--- src/rtl/lcu_rr_sched.sv ---
// lcu_rr_sched -- round-robin owner scheduler for one shared LCU FSM.
//
// One requester at a time owns the shared FSM for a bounded burst of steps.
// Between owners the FSM is held in reset, so each new owner starts from the
// initial state. While a requester owns the unit, its input vector is steered
// to the FSM. Each step's Mealy output is returned, tagged with the owner id.
//
// Ports
//   clk         clock; control state changes on the rising edge, and the FSM
//               output is captured on the falling edge
//   rst         asynchronous, active-high reset
//   req         per-requester ownership request; for the owner it also
//               qualifies each step
//   req_x       packed input vectors, requester i at [i*XW +: XW]
//   req_last    per-requester "this step ends my burst"
//   gnt         one-hot ownership (registered)
//   lcu_rst     reset to the shared FSM (registered, high outside RUN)
//   lcu_x       input vector to the shared FSM (owner's slice in RUN, else 0)
//   lcu_y       Mealy outputs from the shared FSM
//   resp_valid  one-cycle pulse per completed step
//   resp_id     owner of the reported step
//   resp_y      Mealy output captured during the step
//   resp_last   the reported step closed the burst
//   abort       one-cycle pulse: owner dropped req mid-burst
//   busy        scheduler is not idle
module lcu_rr_sched #(
  parameter int N_REQ     = 4,
  parameter int XW        = 15,
  parameter int YW        = 23,
  parameter int MAX_BURST = 4
) (
  input  logic                       clk,
  input  logic                       rst,
  input  logic [N_REQ-1:0]           req,
  input  logic [N_REQ*XW-1:0]        req_x,
  input  logic [N_REQ-1:0]           req_last,
  output logic [N_REQ-1:0]           gnt,
  output logic                       lcu_rst,
  output logic [XW-1:0]              lcu_x,
  input  logic [YW-1:0]              lcu_y,
  output logic                       resp_valid,
  output logic [$clog2(N_REQ)-1:0]   resp_id,
  output logic [YW-1:0]              resp_y,
  output logic                       resp_last,
  output logic                       abort,
  output logic                       busy
);

  localparam int IW = $clog2(N_REQ);

  typedef enum logic [1:0] {
    ST_IDLE  = 2'd0,
    ST_GRANT = 2'd1,
    ST_RUN   = 2'd2,
    ST_REL   = 2'd3
  } state_t;

  state_t          state_q, state_d;
  logic [IW-1:0]   rr_ptr_q, rr_ptr_d;
  logic [IW-1:0]   own_q, own_d;
  logic [7:0]      count_q, count_d;
  logic [N_REQ-1:0] gnt_q, gnt_d;
  logic            lcu_rst_q, lcu_rst_d;
  logic            resp_valid_q, resp_valid_d;
  logic [IW-1:0]   resp_id_q, resp_id_d;
  logic [YW-1:0]   resp_y_q, resp_y_d;
  logic            resp_last_q, resp_last_d;
  logic            abort_q, abort_d;
  logic [YW-1:0]   y_hold_q;

  // Unpacked view of the requester input vectors.
  logic [XW-1:0]   x_arr [N_REQ];

  // Candidate i is (rr_ptr + i) mod N_REQ; scanning candidates in order gives
  // "first set bit at or after rr_ptr, wrapping".
  logic [IW:0]     cand_sum [N_REQ];
  logic [IW-1:0]   cand_idx [N_REQ];

  logic [N_REQ-1:0] own_d_onehot;
  logic            pick_found;
  logic [IW-1:0]   pick_idx;
  logic            burst_end;

  genvar gi;
  generate
    for (gi = 0; gi < N_REQ; gi++) begin : g_per_req
      assign x_arr[gi]        = req_x[gi*XW +: XW];
      assign cand_sum[gi]     = {1'b0, rr_ptr_q} + (IW+1)'(gi);
      assign cand_idx[gi]     = (cand_sum[gi] >= (IW+1)'(N_REQ))
                                ? IW'(cand_sum[gi] - (IW+1)'(N_REQ))
                                : IW'(cand_sum[gi]);
      assign own_d_onehot[gi] = (own_d == IW'(gi));
    end
  endgenerate

  always_comb begin
    pick_found = 1'b0;
    pick_idx   = '0;
    for (int k = 0; k < N_REQ; k++) begin
      if (!pick_found && req[cand_idx[k]]) begin
        pick_found = 1'b1;
        pick_idx   = cand_idx[k];
      end
    end
  end

  // The step being reported now is step number count_q+1 of the burst.
  assign burst_end = (({1'b0, count_q} + 9'd1) == 9'(MAX_BURST));

  always_comb begin
    state_d      = state_q;
    rr_ptr_d     = rr_ptr_q;
    own_d        = own_q;
    count_d      = count_q;
    resp_valid_d = 1'b0;
    resp_id_d    = resp_id_q;
    resp_y_d     = resp_y_q;
    resp_last_d  = 1'b0;
    abort_d      = 1'b0;

    case (state_q)
      ST_IDLE: begin
        if (pick_found) begin
          own_d   = pick_idx;
          state_d = ST_GRANT;
        end
      end
      ST_GRANT: begin
        count_d = '0;
        state_d = ST_RUN;
      end
      ST_RUN: begin
        if (req[own_q]) begin
          resp_valid_d = 1'b1;
          resp_id_d    = own_q;
          resp_y_d     = y_hold_q;
          count_d      = count_q + 8'd1;
          if (req_last[own_q] || burst_end) begin
            resp_last_d = 1'b1;
            state_d     = ST_REL;
          end
        end else begin
          // The FSM already moved on this cycle's falling edge; that state is
          // thrown away by holding it in reset from REL onwards.
          abort_d = 1'b1;
          state_d = ST_REL;
        end
      end
      ST_REL: begin
        rr_ptr_d = (own_q == IW'(N_REQ-1)) ? '0 : own_q + 1'b1;
        state_d  = ST_IDLE;
      end
      default: state_d = ST_IDLE;
    endcase

    // gnt and lcu_rst are registered, so they follow the state being entered.
    gnt_d     = ((state_d == ST_GRANT) || (state_d == ST_RUN)) ? own_d_onehot : '0;
    lcu_rst_d = (state_d != ST_RUN);
  end

  always_ff @(posedge clk or posedge rst) begin
    if (rst) begin
      state_q      <= ST_IDLE;
      rr_ptr_q     <= '0;
      own_q        <= '0;
      count_q      <= '0;
      gnt_q        <= '0;
      lcu_rst_q    <= 1'b1;
      resp_valid_q <= 1'b0;
      resp_id_q    <= '0;
      resp_y_q     <= '0;
      resp_last_q  <= 1'b0;
      abort_q      <= 1'b0;
    end else begin
      state_q      <= state_d;
      rr_ptr_q     <= rr_ptr_d;
      own_q        <= own_d;
      count_q      <= count_d;
      gnt_q        <= gnt_d;
      lcu_rst_q    <= lcu_rst_d;
      resp_valid_q <= resp_valid_d;
      resp_id_q    <= resp_id_d;
      resp_y_q     <= resp_y_d;
      resp_last_q  <= resp_last_d;
      abort_q      <= abort_d;
    end
  end

  // The shared FSM updates on the falling edge; sampling lcu_y on that same
  // edge captures the Mealy output of the transition being taken.
  always_ff @(negedge clk or posedge rst) begin
    if (rst) begin
      y_hold_q <= '0;
    end else if (state_q == ST_RUN) begin
      y_hold_q <= lcu_y;
    end
  end

  always_comb begin
    lcu_x = '0;
    if (state_q == ST_RUN) begin
      lcu_x = x_arr[own_q];
    end
  end

  assign gnt        = gnt_q;
  assign lcu_rst    = lcu_rst_q;
  assign resp_valid = resp_valid_q;
  assign resp_id    = resp_id_q;
  assign resp_y     = resp_y_q;
  assign resp_last  = resp_last_q;
  assign abort      = abort_q;
  assign busy       = (state_q != ST_IDLE);

endmodule

--- config.mk ---
export PLATFORM = sky130hd
export DESIGN_NAME = lcu_rr_sched
export DESIGN_NICKNAME = d
export VERILOG_FILES = /design/src/rtl/lcu_rr_sched.sv
export SDC_FILE = /design/constraint.sdc
export NUM_CORES = 1
export LEC_CHECK = 0
export ABC_AREA = 1
export BUFFER_PORTS_ARGS = -buffer_cell sky130_fd_sc_hd__buf_4
export CORE_MARGIN = 2
export CORE_UTILIZATION = 25
export DETAILED_ROUTE_END_ITERATION = 6
export GPL_ROUTABILITY_DRIVEN = 0
export GPL_TIMING_DRIVEN = 0
export PLACE_DENSITY = 0.51
export SYNTH_ARGS = -nofsm -noshare
export SYNTH_HDL_FRONTEND = slang
export SYNTH_SLANG_ARGS = --single-unit
--- constraint.sdc ---
create_clock -name clk -period 1.9 [get_ports clk]
set_clock_uncertainty 0.1 [all_clocks]
set_input_delay 0.19 -clock clk [delete_from_list [all_inputs] [get_ports clk]]
set_output_delay 0.19 -clock clk [all_outputs]
set_load 0.1 [all_outputs]
==> flow_summary_export.csv <==
group,metric,value,unit
status,run_status,"finished, violations left",
status,violations,"negative setup slack",
sta,slew_headroom,69.1,%
route,postRouteAntennaNets,0,
global_routing,grt_pass1_wl,19200,um
worst_setup_path,crit_slowest_cell,"dfrtp_1",
cts,clockBufferDepth,2,
floorplanning,die_area,16000,um2
global_routing,met3_usage,2.66,%
route,drc,0,
route,first_pass_iters,4,
yosys,ys_types,31,
cts,cts.htree.levels,3,
floorplanning,io_pins,142,
sta,setup_viol_count_final,42,
sta,rsz0062_at_grt,"yes",
run,maxCapViolations,0,
yosys,yosysTopAreaCellShare,30.7,%
yosys,ys_ff_latch,70,
yosys,synth_area_leader_cell,"dfrtp_1",
placement,pre_cts_slack,-500,ps
global_routing,gr-usage-met1,19.1,%
worst_setup_path,worst_ep_arrival_time,1320,ps
worst_setup_path,critPathCaptureType,"register",
sta,finalHoldViolations,0,
min_path,min-delay-path-class,"in2async",
yosys,synth_warnings,0,
worst_setup_path,crit_path_cell_trace,"inv_2, ha_4, inv_6, clkbuf_16, nand2_2, nand2_1",
cells_and_area,antenna_cells,0,
worst_setup_path,cp_max_fo,7,
global_routing,met2_usage,26.0,%
sta,tightest_slew,463,ps
yosys,synthCells,512,
yosys,ys_seq_area_share,46.7,%
yosys,syn_area_per_cell,7.33,um2
cts,cts.reportedPaths.clkPinSlew,60,ps
worst_setup_path,path_class,"reg2reg",
yosys,syn-num-nets,613,
route,vias,3844,
cells_and_area,mostFrequentLayoutCells,"nand2_1, buf_4, nor2_1",
floorplanning,start_util,25.7,%
yosys,syn-cell-area,3750,um2
route,routedWlPerCell,13.9,um
sta,maxSlewViolCount,0,
cts,cts.sinks,70,
yosys,synth_area_leaders,"dfrtp_1, nand2_1, dfrtn_1",
placement,dpl.hpwl,8680,um
global_routing,grt_max_degree,33,
global_routing,grt.total_usage,15.0,%
cells_and_area,syn2layout_area_growth,66.8,%
worst_setup_path,required,1040,ps
global_routing,grt-busiest-layer,"met2",
worst_setup_path,cpPeakStageDelay,390,ps
cts,clock_latency,330,ps
cts,cts_buffers,9,
cts,cts_tree,"built",
cells_and_area,nNetsFinal,778,
global_routing,overflow,0,
sta,setup_slack,-278,ps
route,routed_via_density,4.44,
floorplanning,row_count,44,
cts,cts_root_buffer,"clkbuf_16",
cells_and_area,final_common_cell,"nand2_1",
floorplanning,chipHeight,127,um
floorplanning,core,14600,um2
route,drt-total-wl,12100,um
worst_setup_path,worst_setup_path_start_kind,"register",
placement,port_buffers,141,
global_routing,antenna_found_initial,0,
route,drt_iter0_markers,138,
floorplanning,die_w,127,um
global_routing,grt_pass1_vias,3818,
cells_and_area,drive_gt1_share,44.9,%
==> cells by family (layout without fill, tap and decap cells) <==
kind of cell / after synthesis / after routing / synth area share [%]
buffers and inverters: 57 / 227 / 7.07
AO/OA/AOI/OAI: 69 / 69 / 9.84
XOR/XNOR: 3 / 3 / 0.700
AND/OR/NAND/NOR: 305 / 305 / 33.0
adder cells (fa/ha/maj): 8 / 8 / 2.67
flip-flops: 70 / 70 / 46.7
==> worst max-delay path, delay by kind of cell, from the launching register on <==
kind / cells / cell delay [ps]
DFF: 1 / 390
buffers and inverters: 3 / 300
adders and majority gates: 1 / 190
and+or+nand+nor: 2 / 90
==> registers in the layout (all words and copies together), names as in the netlist <==
name	flops
own_q	2
resp_valid	1
y_hold_q	23
rr_ptr_q	2
abort	1
count_q	8
gnt	4
resp_last	1
state_q	2
lcu_rst	1
resp_id	2
resp_y	23
==> final timing paths <==
| check | slack [ps] | start | cells past startpoint | endpoint |
|---|---|---|---|---|
| max | -280 | state_q[0]$_DFF_PP0_ | 6 | y_hold_q[1]$_DFFE_NP0P_ |
| min | 100 | rst | 3 | gnt[0]$_DFF_PP0_ |
| max reg2reg | -280 | state_q[0]$_DFF_PP0_ | 6 | y_hold_q[1]$_DFFE_NP0P_ |
| min reg2reg | 310 | y_hold_q[20]$_DFFE_NP0P_ | 2 | y_hold_q[20]$_DFFE_NP0P_ |
| max in group asynchronous | 540 | rst | 3 | y_hold_q[13]$_DFFE_NP0P_ |
| min in group clk | 230 | req_last[2] | 4 | resp_last$_DFF_PP0_ |
==> metrics by stage <==
step	TNS [ps]	area, um2	hold slack (ps)	instances	utilization (%)
6_report	-8020	6260	98.1	866	42.9
3_5_place_dp	-14350	5270	317	838	36.1
5_1_grt	-11730	6260	160	866	42.9
3_3_place_gp	-25510	5250	316	837	36.0
4_1_cts	-9390	6110	118	865	41.9
2_1_floorplan	-10040	3960	259	512	-
==> per-layer routing <==
layer	wire (um)	vias to the layer above
met5	0	-
met4	176	0
met3	372	15
met2	6370	64
met1	5150	1822
li1	-	1943
==> area by class of cell <==
| class | count | area (um2) |
|---|---|---|
| Sequential cell | 70 | 1760 |
| Timing Repair Buffer | 155 | 1400 |
| Multi-Input combinational cell | 385 | 2140 |
| Clock inverter | 6 | 83.8 |
| Fill cell | 1454 | 8330 |
| Buffer | 24 | 264 |
| Inverter | 32 | 143 |
| Tap cell | 184 | 230 |
| Clock buffer | 10 | 239 |
==> cell usage after synthesis <==
| master | number |
|---|---|
| o21ai_0 | 39 |
| xnor2_1 | 1 |
| o21ai_2 | 1 |
| o21bai_1 | 1 |
| nor2_2 | 1 |
| inv_1 | 25 |
| nand2_2 | 19 |
| dfstp_2 | 1 |
| nand3_1 | 15 |
| nand2_4 | 1 |
| xor2_1 | 2 |
| nand4_2 | 1 |
| nand2_1 | 192 |
| a21oi_2 | 2 |
| a21oi_1 | 18 |
| buf_1 | 1 |
| ha_1 | 8 |
| nor2_1 | 74 |
| buf_4 | 2 |
| dfrtp_1 | 46 |
| clkbuf_1 | 8 |
| dfrtn_1 | 23 |
| buf_2 | 11 |
| nand4_1 | 1 |
| inv_2 | 6 |
| nand3_2 | 1 |
| o22ai_1 | 4 |
| a32o_1 | 1 |
| inv_8 | 1 |
| o21ai_1 | 3 |
| buf_6 | 3 |
==> what timing repair did <==
action,CTS,global route
gates cloned,2,0
pin swaps,16,14
hold buffers,1,0
endpoints found under the setup margin,43,54
setup buffers,9,2
gates resized for setup,129,44
endpoints found under the hold margin,22,0
Power is left out: the tool's default activity adds up to more than one toggle a clock period on the data nets, which glitch-free logic cannot reach.
